### src/rtl/uart_pkg.sv
// rtl/uart_pkg.sv - shared state type and default constants for the uart receive path
package uart_pkg;

  localparam int DEFAULT_CLKS_PER_BIT = 16;
  localparam int DEFAULT_DATA_BITS    = 8;
  localparam int DEFAULT_SYNC_STAGES  = 2;

  typedef enum logic [2:0] {
    IDLE,
    START,
    DATA,
    STOP,
    BREAK
  } uart_rx_state_t;

endpackage

### src/rtl/uart_bit_timer.sv
// rtl/uart_bit_timer.sv - per-bit cycle counter with half-bit and full-bit terminal strobes
module uart_bit_timer
  import uart_pkg::*;
#(
  parameter int CLKS_PER_BIT = DEFAULT_CLKS_PER_BIT
) (
  input  logic clk,
  input  logic reset,
  input  logic clear,
  output logic half_tc,
  output logic full_tc
);

  localparam int CW = $clog2(CLKS_PER_BIT);
  localparam logic [CW-1:0] HALF_LAST = CW'(CLKS_PER_BIT / 2 - 1);
  localparam logic [CW-1:0] FULL_LAST = CW'(CLKS_PER_BIT - 1);

  logic [CW-1:0] cyc;

  // Saturates at the full-bit count; the receiver clears it whenever a strobe is consumed.
  always_ff @(posedge clk) begin
    if (!reset || clear) begin
      cyc <= '0;
    end else if (cyc != FULL_LAST) begin
      cyc <= cyc + 1'b1;
    end
  end

  assign half_tc = (cyc == HALF_LAST);
  assign full_tc = (cyc == FULL_LAST);

endmodule

### src/rtl/uart_rx.sv
// rtl/uart_rx.sv - 8N1 uart receiver with mid-bit sampling and a one-entry valid/ready holding register
module uart_rx
  import uart_pkg::*;
#(
  parameter int CLKS_PER_BIT = DEFAULT_CLKS_PER_BIT,
  parameter int DATA_BITS    = DEFAULT_DATA_BITS,
  parameter int SYNC_STAGES  = DEFAULT_SYNC_STAGES
) (
  input  logic                 clk,
  input  logic                 reset,
  input  logic                 Rx,
  output logic [DATA_BITS-1:0] databus_write,
  output logic                 rx_valid,
  input  logic                 rx_ready,
  output logic                 frame_err,
  output logic                 overrun
);

  localparam int BW = (DATA_BITS > 1) ? $clog2(DATA_BITS) : 1;
  localparam logic [BW-1:0] LAST_BIT = BW'(DATA_BITS - 1);

  uart_rx_state_t       state;
  logic [SYNC_STAGES-1:0] sync;
  logic                 rxs;
  logic [BW-1:0]        bit_cnt;
  logic [DATA_BITS-1:0] shift;
  logic                 half_tc;
  logic                 full_tc;
  logic                 timer_clear;

  assign rxs = sync[SYNC_STAGES-1];

  // Timer restarts on entry to every bit window and is held at zero while waiting for the line.
  assign timer_clear = (state == IDLE) || (state == BREAK) ||
                       ((state == START) && half_tc) || full_tc;

  uart_bit_timer #(
    .CLKS_PER_BIT(CLKS_PER_BIT)
  ) u_bit_timer (
    .clk    (clk),
    .reset  (reset),
    .clear  (timer_clear),
    .half_tc(half_tc),
    .full_tc(full_tc)
  );

  always_ff @(posedge clk) begin
    if (!reset) begin
      sync <= '1;
    end else begin
      sync <= {sync[SYNC_STAGES-2:0], Rx};
    end
  end

  always_ff @(posedge clk) begin
    if (!reset) begin
      state         <= IDLE;
      bit_cnt       <= '0;
      shift         <= '0;
      databus_write <= '0;
      rx_valid      <= 1'b0;
      frame_err     <= 1'b0;
      overrun       <= 1'b0;
    end else begin
      frame_err <= 1'b0;
      overrun   <= 1'b0;
      if (rx_valid && rx_ready) begin
        rx_valid <= 1'b0;
      end
      case (state)
        IDLE: begin
          if (!rxs) state <= START;
        end
        START: begin
          if (half_tc) begin
            if (!rxs) begin
              state   <= DATA;
              bit_cnt <= '0;
            end else begin
              state <= IDLE;
            end
          end
        end
        DATA: begin
          if (full_tc) begin
            shift[bit_cnt] <= rxs;
            if (bit_cnt == LAST_BIT) begin
              state <= STOP;
            end else begin
              bit_cnt <= bit_cnt + 1'b1;
            end
          end
        end
        STOP: begin
          if (full_tc) begin
            if (rxs) begin
              state <= IDLE;
              // A same-cycle accept frees the register, so the new byte lands without a bubble.
              if (!rx_valid || rx_ready) begin
                databus_write <= shift;
                rx_valid      <= 1'b1;
              end else begin
                overrun <= 1'b1;
              end
            end else begin
              frame_err <= 1'b1;
              state     <= BREAK;
            end
          end
        end
        BREAK: begin
          if (rxs) state <= IDLE;
        end
        default: state <= IDLE;
      endcase
    end
  end

endmodule

### config.mk
export PLATFORM = sky130hd
export DESIGN_NAME = uart_rx
export DESIGN_NICKNAME = d
export VERILOG_FILES = /design/src/rtl/uart_pkg.sv /design/src/rtl/uart_bit_timer.sv /design/src/rtl/uart_rx.sv
export SDC_FILE = /design/constraint.sdc
export NUM_CORES = 1
export LEC_CHECK = 0
export BUFFER_PORTS_ARGS = -buffer_cell sky130_fd_sc_hd__buf_2
export CORE_MARGIN = 3
export CORE_UTILIZATION = 50
export CTS_CLUSTER_DIAMETER = 60
export DETAILED_ROUTE_END_ITERATION = 12
export HOLD_SLACK_MARGIN = 0.05
export PLACE_DENSITY_LB_ADDON = 0.12
export SLEW_MARGIN = 25
export SYNTH_ARGS = -nofsm -noshare
export SYNTH_HDL_FRONTEND = slang
export SYNTH_SLANG_ARGS = --single-unit
### constraint.sdc
create_clock -name clk -period 1.4 [get_ports clk]
set_input_delay 0.35 -clock clk [delete_from_list [all_inputs] [get_ports clk]]
set_output_delay 0.35 -clock clk [all_outputs]
set_load 0.01 [all_outputs]
==> out/results.ini <==
[status]
outcome = finished, violations left
violations = setup timing

[clock_tree]
cts.clk_slew.worst_paths_ns = 0.09
clock-sinks = 31
cts_tree = yes
clockBufferDepth = 2
cts_htree_levels = 2
clk-insertion-delay-late_ns = 0.31
cts-root-buf = clkbuf_4
cts_buffers = 5

[floorplanning]
boundaryPins = 15
fp.dieW_um = 57.6
initial_utilization_pct = 53.3
coreArea_um2 = 2500
dieArea_um2 = 3320
row_count = 18
die_y_um = 57.6

[logic_synthesis]
syn_avg_cell_area_um2 = 9.51
synthArstFlopShare_pct = 0
ys_types = 31
synth_edf_count = 0
synthesis.nets = 147
seq_area_frac_synth_pct = 46.6
synth_top_area_share_pct = 46.6
synthFlopType = dfxtp_1
yosys.area.top_type = dfxtp_1
yosysWarnings = 0
ys_top_cells_by_area = dfxtp_1 47%, mux2i_1 14%, nand2_1 7.0%, ha_1 2.8%, nand2b_1 2.3%
synth-seq-cells = 31
synth_cells = 140
netlist_area_um2 = 1330

[timing]
skew_ns = 0.00143
setup_ws_ns = -0.107
period_share_pct = 108
rsz0062_at_grt = yes
slew_violations = 0
tightest_slew_ns = 0.346
finalHoldViolations = 0
setup_viol = 14
period_needed_ns = 1.51
clock.fmax_mhz = 664
max_slew_margin_pct = 76.9

[worst_setup_path]
critPathKind = flip-flop to flip-flop
r2r_start = u_bit_timer.cyc[1]$_SDFFE_PP0P_
critPathLaunchType = flip-flop
r2r_slack_ns = -0.11
required_ns = 1.64
cp-endpoint = databus_write[1]$_SDFFE_PN0P_
crit_fanout = 8
arrival_ns = 1.75
worstReg2RegEnd = databus_write[1]$_SDFFE_PN0P_
crit_start = u_bit_timer.cyc[1]$_SDFFE_PP0P_
reg2reg_depth = 6
worstSetupEndpointType = flip-flop

[grt]
grt_pass1_vias = 984
grt_overflow_total = 0
grt_pass1_wl_mm = 4.35
grt_usage_pct = 17.1
grt_antenna_before_repair = 0
grt_max_degree = 15

[placement]
place.gp.congestion = 0.764
post-dp-hpwl_mm = 1.81
port_buffers = 14
post-place-ws_ns = -0.172

[detailed_routing]
avgRoutedWirePerCell_um = 12.4
drt_iter0_drc = 37
wirelength_mm = 2.46
drc = 0
ant_nets = 0
avgViaCountPerCell = 5.29
dr.pass1.iters = 4
vias = 1052

[cells_and_area]
final.fill_count = 211
layout_common_cells = 29 x dfxtp_1, 24 x nand2_1, 19 x mux2i_1, 16 x buf_4, 14 x buf_2
utilization_pct = 66.3
drive_above_1_share_pct = 30.8
final_common_cell = dfxtp_1
insertedDiodeCount = 0
fin_nets = 176
synthToLayoutAreaGrowth_pct = 24.4

[power_and_ir_drop]
vdd_drop_max_v = 0.000701
leakagePower_nw = 0.691
power.density_nw_per_um2 = 875

[hold_path]
holdCritPathClass = input port to flip-flop

[run]
drv_cap = 0

-- metrics by stage --
| stage | std cells | power, W | area (um^2) | hold WS (ns) | TNS, ns |
|---|---|---|---|---|---|
| after floorplan | 140 | 0.000938 | 1350 | 0.386 | -0.284 |
| after global placement | 190 | 0.000955 | 1530 | 0.401 | -0.618 |
| after CTS | 199 | 0.00147 | 1640 | 0.201 | -0.853 |
| after detailed placement | 190 | 0.000957 | 1530 | 0.411 | -1.37 |
| final | 199 | 0.00145 | 1660 | 0.215 | -0.829 |
| after global routing | 199 | 0.00153 | 1660 | 0.203 | -2.29 |
-- where the power goes --
group / total (W) / internal [W] / switching, W / leakage [nW]
registers: 0.000892 / 0.000886 / 0.00000588 / 0.251
logic: 0.0000451 / 0.0000195 / 0.0000256 / 0.406
clock network: 0.000513 / 0.000232 / 0.000280 / 0.0341
total: 0.00145 / 0.00114 / 0.000312 / 0.691
-- sequential cells by signal, summed over array words and instances, names as in the netlist --
name and flops:
shift 8, u_bit_timer.cyc 4, overrun 1, databus_write 8, rx_valid 1, state 3, bit_cnt 3, frame_err 1
sync 2
-- worst min path at each step --
stage                             startpoint                  to  slack [ns]  cells after the start
after detailed placement  sync[0]$_SDFF_PN1_  sync[1]$_SDFF_PN1_        0.41                      1
final                                     Rx  sync[0]$_SDFF_PN1_        0.22                      2
after global routing                      Rx  sync[0]$_SDFF_PN1_        0.20                      2
after global placement    sync[0]$_SDFF_PN1_  sync[1]$_SDFF_PN1_        0.40                      1
after floorplan           sync[0]$_SDFF_PN1_  sync[1]$_SDFF_PN1_        0.39                      1
after CTS                                 Rx  sync[0]$_SDFF_PN1_        0.20                      2
-- synth_stat cells, types with 2 or more instances --
cell,n
nand2_1,25
nand3_1,6
ha_1,3
o21a_1,2
mux2i_1,19
a21oi_1,4
nand3b_1,3
nor2b_1,2
nand2b_1,5
clkbuf_1,5
buf_2,3
nand4b_1,2
inv_1,2
nor3_1,2
dfxtp_1,31
nor2_1,7
nor3b_1,4
and3_1,2
-- cell families after synthesis --
group	synth area share (%)
simple gates	25.1
flops	46.6
mux	14.3
compound gates	5.92
buf+inv	3.95
fa+ha+maj	2.82
xor+xnor	1.32
-- area by class of cell --
| type | count | area (um^2) | share of cell area (%) |
|---|---|---|---|
| clock buffers | 6 | 51.3 | 3.10 |
| clock inverters | 1 | 5.00 | 0.302 |
| inverters | 2 | 7.51 | 0.453 |
| multi-input cells | 98 | 722 | 43.6 |
| flip-flops and latches | 31 | 623 | 37.6 |
| well taps | 30 | 37.5 | 2.27 |
| repair buffers | 31 | 210 | 12.7 |
-- critical path, cell delays in order (launching register included) --
cell     delay [ns]
dfxtp_2        0.36
ha_4           0.15
and4b_1        0.22
and4_4         0.22
nor2b_4        0.16
buf_12         0.14
mux2i_1        0.19
-- per-layer routing --
layer  global-route usage, %  up-vias  share of wire (%)
met1                    22.1      480                 49
met5                       0        -                  0
li1                        -      542                  -
met2                    26.3       28                 45
met3                    5.43        2                5.3
met4                    6.95        0               0.61
-- repair_timing --
action | 4_1_cts | 5_1_grt
buffers inserted | 2 | 0
resized for setup | 7 | 3
hold buffers | 0 | 0
setup endpoints to repair | 17 | 19
pin swaps | 3 | 2
Note: power is estimated with default switching activity, not from simulation.
